`src/rtl/audio_pkg.sv`:
```
// audio_pkg: shared types and constants for the audio output path.
// Frame word layout, power-down codes and transmitter FSM states.
package audio_pkg;

   localparam int DAC_WORD_W = 16;
   localparam int DAC_DATA_W = 12;

   localparam logic [1:0] PD_NORMAL = 2'b00;

   typedef enum logic [1:0] {
      IDLE,
      SHIFT,
      GAP
   } dac_state_t;

   // Word as seen by the DAC: two don't-care zeros, PD bits, code.
   function automatic logic [DAC_WORD_W-1:0] dac_word(
      input logic [1:0]            pd,
      input logic [DAC_DATA_W-1:0] code
   );
      return {2'b00, pd, code};
   endfunction

endpackage

```
`src/rtl/audio_dac_transmitter_sclk_divider.sv`:
```
// sclk_divider: SCLK phase generator for the DAC transmitter.
// Ports: clk, reset (async low), clr (restart at high phase), en,
//   sclk_high (current phase), rise/fall (last cycle before edge).
module sclk_divider #(
   parameter int CLK_DIV = 4
) (
   input  logic clk,
   input  logic reset,
   input  logic clr,
   input  logic en,
   output logic sclk_high,
   output logic rise,
   output logic fall
);

   localparam int CW = (CLK_DIV > 1) ? $clog2(CLK_DIV) : 1;
   localparam logic [CW-1:0] LAST = CW'(CLK_DIV - 1);

   logic [CW-1:0] cnt;
   logic          high;
   logic          at_last;

   assign at_last   = (cnt == LAST);
   assign sclk_high = high;
   assign rise      = en & ~high & at_last;
   assign fall      = en & high & at_last;

   always_ff @(posedge clk or negedge reset) begin
      if (!reset) begin
         cnt  <= '0;
         high <= 1'b1;
      end else if (clr) begin
         cnt  <= '0;
         high <= 1'b1;
      end else if (en) begin
         if (at_last) begin
            cnt  <= '0;
            high <= ~high;
         end else begin
            cnt <= cnt + CW'(1);
         end
      end
   end

endmodule

```
`src/rtl/audio_dac_transmitter.sv`:
```
// audio_dac_transmitter: dual-channel 12-bit serial DAC writer.
// Ports: clk, reset (async low); in_valid/in_ready handshake with
//   sample_a, sample_b, pd_mode; dac_sync, dac_sclk, dac_d0, dac_d1
//   to the DACs; busy, frame_done pulse and frame_count status.
module audio_dac_transmitter
   import audio_pkg::*;
#(
   parameter int CLK_DIV    = 4,
   parameter int GAP_CYCLES = 4
) (
   input  logic                  clk,
   input  logic                  reset,
   input  logic                  in_valid,
   output logic                  in_ready,
   input  logic [DAC_DATA_W-1:0] sample_a,
   input  logic [DAC_DATA_W-1:0] sample_b,
   input  logic [1:0]            pd_mode,
   output logic                  dac_sync,
   output logic                  dac_sclk,
   output logic                  dac_d0,
   output logic                  dac_d1,
   output logic                  busy,
   output logic                  frame_done,
   output logic [15:0]           frame_count
);

   localparam int GW = (GAP_CYCLES > 1) ? $clog2(GAP_CYCLES) : 1;
   localparam logic [GW-1:0] GAP_LAST = GW'(GAP_CYCLES - 1);

   dac_state_t state;

   logic                  buf_full;
   logic [DAC_DATA_W-1:0] buf_a;
   logic [DAC_DATA_W-1:0] buf_b;
   logic [1:0]            buf_pd;

   logic [DAC_WORD_W-1:0] sr_a;
   logic [DAC_WORD_W-1:0] sr_b;
   logic [3:0]            bit_cnt;
   logic [GW-1:0]         gap_cnt;

   logic shifting;
   logic gap_first;
   logic gap_end;
   logic load;
   logic accept;
   logic sclk_high;
   logic rise;
   logic fall;

   assign in_ready  = ~buf_full;
   assign accept    = in_valid & ~buf_full;
   assign shifting  = (state == SHIFT);
   assign gap_first = (state == GAP) && (gap_cnt == '0);
   assign gap_end   = (state == GAP) && (gap_cnt == GAP_LAST);
   assign load      = buf_full && ((state == IDLE) || gap_end);

   // One-entry holding buffer: write when empty, read when full.
   always_ff @(posedge clk or negedge reset) begin
      if (!reset) begin
         buf_full <= 1'b0;
         buf_a    <= '0;
         buf_b    <= '0;
         buf_pd   <= PD_NORMAL;
      end else if (accept) begin
         buf_full <= 1'b1;
         buf_a    <= sample_a;
         buf_b    <= sample_b;
         buf_pd   <= pd_mode;
      end else if (load) begin
         buf_full <= 1'b0;
      end
   end

   sclk_divider #(
      .CLK_DIV (CLK_DIV)
   ) u_sclk_divider (
      .clk       (clk),
      .reset     (reset),
      .clr       (load),
      .en        (shifting),
      .sclk_high (sclk_high),
      .rise      (rise),
      .fall      (fall)
   );

   always_ff @(posedge clk or negedge reset) begin
      if (!reset) begin
         state       <= IDLE;
         sr_a        <= '0;
         sr_b        <= '0;
         bit_cnt     <= '0;
         gap_cnt     <= '0;
         dac_sync    <= 1'b1;
         dac_sclk    <= 1'b1;
         dac_d0      <= 1'b0;
         dac_d1      <= 1'b0;
         busy        <= 1'b0;
         frame_done  <= 1'b0;
         frame_count <= '0;
      end else begin
         // Line outputs are registered images of the previous
         // cycle's state, so they trail the FSM by one clock.
         dac_sync   <= ~shifting;
         dac_sclk   <= ~shifting | sclk_high;
         dac_d0     <= shifting & sr_a[DAC_WORD_W-1];
         dac_d1     <= shifting & sr_b[DAC_WORD_W-1];
         busy       <= (state != IDLE);
         frame_done <= gap_first;
         if (gap_first) begin
            frame_count <= frame_count + 16'd1;
         end

         unique case (state)
            IDLE: begin
            end
            SHIFT: begin
               if (fall) begin
                  bit_cnt <= bit_cnt + 4'd1;
               end
               if (rise) begin
                  sr_a <= sr_a << 1;
                  sr_b <= sr_b << 1;
                  // 4-bit count wraps to zero after the 16th fall.
                  if (bit_cnt == '0) begin
                     state   <= GAP;
                     gap_cnt <= '0;
                  end
               end
            end
            GAP: begin
               gap_cnt <= gap_cnt + GW'(1);
               if (gap_end) begin
                  state <= IDLE;
               end
            end
            default: state <= IDLE;
         endcase

         if (load) begin
            sr_a    <= dac_word(buf_pd, buf_a);
            sr_b    <= dac_word(buf_pd, buf_b);
            bit_cnt <= '0;
            state   <= SHIFT;
         end
      end
   end

endmodule

```
`config.mk`:
```
export PLATFORM = sky130hd
export DESIGN_NAME = audio_dac_transmitter
export DESIGN_NICKNAME = d
export VERILOG_FILES = /design/src/rtl/audio_pkg.sv /design/src/rtl/audio_dac_transmitter_sclk_divider.sv /design/src/rtl/audio_dac_transmitter.sv
export SDC_FILE = /design/constraint.sdc
export NUM_CORES = 1
export LEC_CHECK = 0
export BUFFER_PORTS_ARGS = -buffer_cell sky130_fd_sc_hd__buf_2
export CORE_MARGIN = 8
export CORE_UTILIZATION = 25
export DETAILED_ROUTE_END_ITERATION = 10
export HOLD_SLACK_MARGIN = 0.08
export PLACE_DENSITY = 0.48
export REMOVE_ABC_BUFFERS = 1
export SLEW_MARGIN = 20
export SYNTH_ARGS = -nofsm -noshare
export SYNTH_HDL_FRONTEND = slang
export SYNTH_SLANG_ARGS = --single-unit
```
`constraint.sdc`:
```
create_clock -name clk -period 1.85 [get_ports clk]
set_input_delay 0.2775 -clock clk [delete_from_list [all_inputs] [get_ports clk]]
set_output_delay 0.2775 -clock clk [all_outputs]
set_load 0.05 [all_outputs]
```
### Word level (Yosys, flattened, before mapping)

Cells that the tools add are included.

* logic and storage cells: 87
* register bits after elaboration: 92

* add/subtract/negate cells: 4
* bitwise operators: 11
* multiplexer cells: 25
* equal/unequal tests: 10
* reduce and logical (&&, ||, !) cells: 19

Operators by type and width (count)
* $mux W16: 6
* $mux W2: 9
* $add A16 B1 Y16 const B: 1
* $reduce_bool A2 Y1: 7
* $mux W4: 3
* $and A1 B1 Y1: 7
* $eq A2 B2 Y1 const B: 3
* $ne A3 B1 Y1 const B: 2
* $pmux W2 S3: 1
* $reduce_and A2 Y1: 3
* $mux W1: 5
* $add A2 B1 Y2 const B: 2
* $add A4 B1 Y4 const B: 1
* $logic_not A2 Y1: 2
* $logic_not A4 Y1: 1
* $ne A2 B1 Y1 const B: 2
* $pmux W2 S2: 1
* $reduce_and A4 Y1: 1
* $logic_and A1 B1 Y1: 3
* $ne A3 B3 Y1 const B: 1
* $not A1 Y1: 3
* $reduce_and A3 Y1: 1
* $eq A2 B1 Y1 const B: 1
* $ne A2 B2 Y1 const B: 1
* 2 further kinds: 2

### Depth between registers and ports, before layout

Gate-level depths: netlist (run 1).

* word-level depth: 6
* depth in mapped cells: 9
* depth with buffers taken out: 6

### Hierarchy

A second synthesis (run 1) with hierarchy kept.

* cell total of the unflattened synthesis: 362
* area, all modules: 4030.1 um^2

By module, submodules not included
* audio_dac_transmitter: instances 1, sequential area each 2229.6 um^2, area each 3877.5 um^2, cells an instance 348
* sclk_divider: instances 1, sequential area each 76.3 um^2, area each 152.6 um^2, cells an instance 14

### Worst setup path after synthesis (run 1)

No wires, ideal clock.

* kind: register to register
* start: register state[1]
* end: register gap_cnt[0]
* setup time: 0.079 ns
* stages on the path, launching flop included: 9
* arrival: 1.505 ns
* path slack: 0.266 ns
* cell sequence: dfrtp_1 inv_1 ha_1 buf_2 and3b_1 buf_2 and3_1 o21ai_2 mux2i_1

* cells in the longest elaborated chain, start to end: 5

RTL lines
* start, declared: RTL line audio_dac_transmitter.sv:30 `dac_state_t state;`
* start signal, assigned: RTL line audio_dac_transmitter.sv:89 `state <= IDLE;`
* start signal, assigned: RTL line audio_dac_transmitter.sv:126 `state <= GAP;`
* start signal, assigned: RTL line audio_dac_transmitter.sv:134 `state <= IDLE;`
* $eq A2 B1 Y1: RTL line audio_dac_transmitter.sv:53, audio_dac_transmitter.sv:114
* $and A1 B1 Y1 (2 in series): RTL line audio_dac_transmitter_sclk_divider.sv:25 `assign rise = en & ~high & at_last;`
* $ne A2 B1 Y1 (no source line)
* $reduce_and A3 Y1 (no source line)
* end signal, assigned: RTL line audio_dac_transmitter.sv:132 `gap_cnt <= gap_cnt + GW'(1);`
* end, declared: RTL line audio_dac_transmitter.sv:40 `logic [GW-1:0] gap_cnt;`

Parallel ways exist; a longest one is shown, timed or not.
A chain may end at the register's enable or synchronous reset.

### Final worst setup path (run 1)

* start: register state[1]
* end: register bit_cnt[3]

* cells in the longest elaborated chain, start to end: 6

RTL lines
* $eq A2 B2 Y1: RTL line audio_dac_transmitter.sv:55 `assign gap_end = (state == GAP) && (gap_cnt == GAP_LAST);`
* $logic_and A1 B1 Y1: RTL line audio_dac_transmitter.sv:55
* $logic_or A1 B1 Y1: RTL line audio_dac_transmitter.sv:56 `assign load = buf_full && ((state == IDLE) || gap_end);`
* $logic_and A1 B1 Y1: RTL line audio_dac_transmitter.sv:56
* $reduce_bool A2 Y1 (no source line)
* $reduce_and A2 Y1 (no source line)
* end signal, assigned: RTL line audio_dac_transmitter.sv:119 `bit_cnt <= bit_cnt + 4'd1;`
* end, declared: RTL line audio_dac_transmitter.sv:39 `logic [3:0] bit_cnt;`

Parallel ways exist; a longest one is shown, timed or not.

==> impl_metrics.yaml, run 1 <==
worst_setup_path:
  required_ns: 2.11
  crit_buf_inv: 2
  path_max_fanout: 6
  cp.arrival_ns: 1.95
  start_kind: "register"
  cp-end-kind: "register"
  critPathMaxStageDelay_ns: 0.40
  slowest_stage: "dfrtp_1"
  path_cells: "inv_1 > ha_1 > buf_4 > nand3_1 > or3_1 > a21oi_1"
  critPathKind: "reg2reg"
  crit_family: "simple AND/OR/NAND/NOR gates"
clocking:
  cts.repair.resized: 0
  cts_sinks: 92
  cts_max_path_buffers: 2
  cts_root_buffer: "clkbuf_16"
  cts_buffers: 9
  cts.clk_slew.worst_paths_ns: 0.06
  cts_tree: "done"
  htreeDepth: 3
  clkLatencyLatePin_ns: 0.34
  cts_post_setup_buffers_inserted: 0
placed_design:
  port_buffers: 51
  place_congestion: 0.7092
  dpl.hpwl_um: 5511
  placed_cell_area_um2: 4519
  dp.cells: 622
min_path:
  min_path_type: "in2reg"
timing:
  post-route-period-util_pct: 91.36
  finClkSkew_ns: 0.006660
  report.final.hold_viol_count: 0
  fmax_ghz: 0.5916
  period_needed_ns: 1.690
  tightest_slew_ns: 0.4898
  slew_headroom_pct: 67.35
  setup_viol: 0
  setup_tns_ns: 0
  grt_setup_unrepaired: "no"
  maxSlewViolCount: 0
final_layout:
  syn_to_final_growth_pct: 21.22
  final_cells: 639
  fin_area_um2: 4811
  final_nets: 457
  layout-drive-gt1-share_pct: 26.24
  diodes: 0
yosys:
  synth-edff-count: 0
  synthXorXnorAreaFrac_pct: 3.752
  synthCells: 365
  syn_avg_cell_area_um2: 10.87
  synth_top_area_share_pct: 56.12
  synth_compound_area_share_pct: 6.148
  synth_largest_area_cell: "dfrtp_1"
  muxShareOfSynthArea_pct: 8.670
  synthTopCellsByArea: "dfrtp_1, mux2_2, nand2_1"
  synth_top_family_by_area: "simple AND/OR/NAND/NOR gates"
  yosysSeqAreaShare_pct: 58.10
  synth-seq-cells: 92
  synthArstFlopShare_pct: 100.0
  yosysUniqueCellTypes: 33
  synth_area_um2: 3969
  yosysWarnings: 0
  synthAdderAreaFrac_pct: 3.153
  ys.flop_type: "dfrtp_1"
  synthSimpleGateAreaFrac_pct: 16.77
outcome:
  status: "finished, final reports clean"
detailed_routing:
  routedWlPerCell_um: 12.89
  drt_iter0_markers: 116
  ant_nets: 0
  via_count: 2713
  dr.pass1.iters: 4
  routed_wl_um: 8239
  drc_errors: 0
  vias_per_cell: 4.246
power:
  worst_ir_drop_vdd_mv: 0.5344
  p_total_mw: 6.650
  leakage_nw: 2.284
  p_per_area_nw_per_um2: 1382
floorplanning:
  start_util_pct: 25.26
  placementRows: 46
  core_area_um2: 15710
  num_io_pins: 52
  die-area_um2: 20160
  die_y_um: 142.0
  fp.dieW_um: 142.0
global_route:
  grt_use_total_pct: 8.854
  grt_pass1_wl_um: 14300
  grt_max_degree: 55
  grt_pass1_vias: 2883
  overflow: 0
  grt_antenna_before_repair: 0
flow_run:
  maxCapViolCount: 0
[cells in the mapped netlist (2+ instances only)]
cell type / number
a21oi_1: 6
a31oi_1: 27
and2_1: 4
and3_1: 2
buf_2: 15
clkbuf_1: 3
dfrtp_1: 89
dfstp_2: 3
ha_1: 10
inv_1: 10
mux2_2: 27
mux2i_1: 4
nand2_1: 75
nand3_1: 9
nand4_1: 4
nand4_4: 2
nor2_1: 37
nor2b_1: 3
nor3_1: 2
nor3_2: 3
o21ai_0: 3
xnor2_1: 8
xor2_1: 9
[cell families after synthesis]
kind of cell    Yosys count
mux                      31
buf+inv                  29
simple gates            146
fa+ha+maj                10
compound gates           40
flops                    92
xor+xnor                 17
[layout make-up]
class                      count  area [um^2]
sequential                    92         2306
multi-input combinational    244         1530
timing repair buffer          61        385.4
clock buffer                  13        260.3
inverter                      10        37.54
clock inverter                 3        21.27
tap                          216        270.3
fill                        1670        10900
[layer usage]
layer	vias to the layer above	GRT usage (%)	wire, um
met5	-	0	0
met4	0	3.222	123
met3	10	3.019	426
met2	56	14.04	3761
met1	1325	10.93	3926
li1	1322	-	-
[per-stage QoR]
stage / setup slack, ns / hold slack, ns / utilization, %
2_1_floorplan: -0.2879 / -0.01809 / -
3_3_place_gp: 0.2121 / 0.2728 / 28.76
3_5_place_dp: 0.1676 / 0.2770 / 28.76
4_1_cts: 0.1509 / 0.1544 / 30.62
5_1_grt: 0.01584 / 0.1513 / 30.62
6_report: 0.1598 / 0.1662 / 30.62
[power by group]
group / switching [mW] / leakage, nW / total (mW) / internal [mW]
Clock: 0.751 / 0.136 / 1.74 / 0.986
Combinational: 1.01 / 1.02 / 1.83 / 0.823
Sequential: 0.370 / 1.13 / 3.08 / 2.71
Total: 2.13 / 2.28 / 6.65 / 4.52
[worst paths after layout]
| check | from | to | slack [ns] | cells past startpoint |
|---|---|---|---|---|
| setup reg to reg | state[1] | bit_cnt[3] | 0.16 | 6 |
| max in group asynchronous | reset | u_sclk_divider.sclk_high | 0.80 | 3 |
| setup / recovery | state[1] | bit_cnt[3] | 0.16 | 6 |
| hold / removal | sample_b[4] | buf_b[4] | 0.17 | 2 |
| hold reg to reg | frame_count[15] | frame_count[15] | 0.47 | 1 |
| min in group asynchronous | reset | busy | 0.45 | 2 |
[cells in the final DEF (no fill, tap or decap), types with 3 or more instances in the layout]
cell,n
xnor2_1,8
o21ai_0,3
mux2i_1,4
a31oi_1,27
nand2_1,75
clkbuf_16,9
inv_1,10
dfrtp_1,89
nand3_1,9
buf_4,6
nor2_1,37
dfstp_2,3
and2_1,4
nor3_2,3
mux2_2,27
a21oi_1,6
buf_2,50
xor2_1,9
ha_1,10
nand4_1,4
buf_12,4
[worst reg2reg max path: stages (launching register included)]
cell and delay (ns):
dfrtp_1 0.40, inv_1 0.12, ha_1 0.21, buf_4 0.16
nand3_1 0.17, or3_1 0.39, a21oi_1 0.17
[sequential cells by signal, summed over array words and instances (netlist names)]
signal	cells
bit_cnt	4
dac_d0	1
dac_d1	1
buf_pd	2
gap_cnt	2
sr_b	16
state	2
frame_done	1
u_sclk_divider.cnt	2
buf_a	12
busy	1
dac_sclk	1
sr_a	16
u_sclk_divider.sclk_high	1
frame_count	16
dac_sync	1
buf_b	12
buf_full	1
[timing repair]
action,CTS,global route
setup endpoints to repair,0,0
endpoints found under the hold margin,29,0
hold buffers,1,0
No activity file was read; power rests on OpenSTA's default activity.
==> run 2, diff against run 1 <==
- PLACE_DENSITY: 0.48 -> 0.49
- clock period: 1.85 -> 1.5 ns (I/O delays scaled with it)
==> run 2 against run 1 <==
Net effect: first-iteration DRC count grew 6.9%; sequential power grew 23%; clock skew grew 0.0014 ns; clock power grew 45%; wire length grew 4.3%; via count grew 3.7%; critical path type unchanged; critical endpoint is now state[1]; largest cell class unchanged.
==> impl_metrics.yaml, run 2 (synthesis results as in run 1) <==
outcome:
  status: "finished, final reports clean"
detailed_routing:
  dr.pass1.iters: 4
  drc_errors: 0
  routed_wl_um: 8596
  via_count: 2814
  ant_nets: 0
  routedWlPerCell_um: 13.06
  vias_per_cell: 4.277
  drt_iter0_markers: 124
floorplanning:
  fp.dieW_um: 142.0
  die-area_um2: 20160
  num_io_pins: 52
  die_y_um: 142.0
  core_area_um2: 15710
  placementRows: 46
  start_util_pct: 25.26
flow_run:
  maxCapViolCount: 0
final_layout:
  final_core_util_pct: 32.92
  final_nets: 476
  fillerInstances: 1606
  layout_commonest_cell: "dfrtp_1"
  regArea_um2: 2307
  top_regs: "frame_count (16), sr_a (16), sr_b (16)"
  diodes: 0
  multi_input_area_um2: 1609
  syn_to_final_growth_pct: 30.33
  layout-drive-gt1-share_pct: 34.39
  layout_common_cells: "dfrtp_1, nand2_1, buf_2"
  fin_area_um2: 5172
worst_setup_path:
  critPathKind: "reg2reg"
  start_kind: "register"
  cp.arrival_ns: 1.77
  cp-end-kind: "register"
  r2r_setup_slack_ns: 0.008
  path_cells: "inv_2 > ha_2 > and3b_2 > and3_4 > nor2b_2 > o22a_1"
  path_max_fanout: 4
  required_ns: 1.77
  slowest_stage: "dfrtp_1"
  critPathMaxStageDelay_ns: 0.39
clocking:
  cts_max_path_buffers: 2
  cts_sinks: 92
  htreeDepth: 3
  cts_buffers: 9
  cts.clk_slew.worst_paths_ns: 0.07
  cts_tree: "done"
  clkLatencyLatePin_ns: 0.34
  cts_root_buffer: "clkbuf_16"
global_route:
  gr-usage-met2_pct: 14.04
  busiest_layer: "met2"
  grt_pass1_wl_um: 14530
  grt_antenna_before_repair: 0
  grtUsageMet3_pct: 2.918
  overflow: 0
  use_met1_pct: 11.36
  grt_pass1_vias: 2939
  grt_max_degree: 42
  grt_use_total_pct: 8.946
timing:
  period_needed_ns: 1.492
  setup_tns_ns: 0
  report.final.hold_viol_count: 0
  grt_setup_unrepaired: "yes"
  setup_viol: 0
  slew_headroom_pct: 73.94
  maxSlewViolCount: 0
  post-route-period-util_pct: 99.45
  worst_slack_ns: 0.008284
  fmax_ghz: 0.6704
  tightest_slew_ns: 0.3908
  finClkSkew_ns: 0.008069
min_path:
  min_path_type: "in2reg"
placed_design:
  port_buffers: 51
  place_congestion: 0.7228
  pre_cts_slack_ns: -0.1071
  dpl.hpwl_um: 5611
  placed_cell_area_um2: 4614
power:
  p_total_mw: 9.167
  leakage_nw: 2.457
  worst_ir_drop_vdd_mv: 0.7175
  p_per_area_nw_per_um2: 1772
## run 2: cell types whose count changed in the layout (fill, tap and decap cells not counted), sizes merged
cell | previous run | this run
buf | 60 | 78
bufinv | 0 | 2
clkbuf | 13 | 12
clkinv | 2 | 1
inv | 10 | 11
## run 2: area by class of cell
cell class                 count  area share (%)
sequential                    92           44.61
clock inverter                 5           1.572
clock buffer                  11           4.886
inverter                      10          0.7257
tap                          216           5.225
timing repair buffer          80           11.88
multi-input combinational    244           31.11
## run 2: stage by stage
| step | std cells | hold slack (ns) |
|---|---|---|
| CTS | 653 | 0.09948 |
| floorplan | 346 | -0.07059 |
| global route | 658 | 0.1011 |
| detailed placement | 633 | 0.1839 |
| global placement | 633 | 0.1799 |
| finish | 658 | 0.1091 |
## run 2: where the power goes
group | switching (mW) | internal [mW]
Sequential | 0.445 | 3.34
Clock | 0.961 | 1.55
Combinational | 1.44 | 1.43
Total | 2.84 | 6.32
## run 2: final timing paths
path | startpoint | endpoint | depth (start not counted)
min reg2reg | frame_count[15] | frame_count[15] | 1
max in group asynchronous | reset | buf_pd[1] | 3
max reg2reg | state[1] | state[1] | 6
min | sample_b[10] | buf_b[10] | 2
min in group asynchronous | reset | bit_cnt[3] | 2
max | state[1] | state[1] | 6
## run 2: worst max-delay path, delay by kind of cell (launching register included)
family / cells / cell delay [ns]
flip-flops: 1 / 0.39
AND/OR/NAND/NOR: 3 / 0.59
AO/OA/AOI/OAI: 1 / 0.15
buffers and inverters: 1 / 0.08
adder cells (fa/ha/maj): 1 / 0.20
## run 2: timing repair
| action | 4_1_cts | 5_1_grt |
|---|---|---|
| setup endpoints to repair | 53 | 47 |
| cloned | 1 | 2 |
| buffers inserted | 2 | 3 |
| pin swaps | 2 | 5 |
| endpoints found under the hold margin | 24 | 0 |
| hold buffers | 1 | 0 |
| resized for setup | 14 | 19 |
## run 2: metal layers
metal | part of all wire, % | up-vias
met2 | 47 | 53
met1 | 47 | 1379
met5 | 0 | -
met3 | 5.0 | 11
met4 | 1.2 | 0
li1 | - | 1371
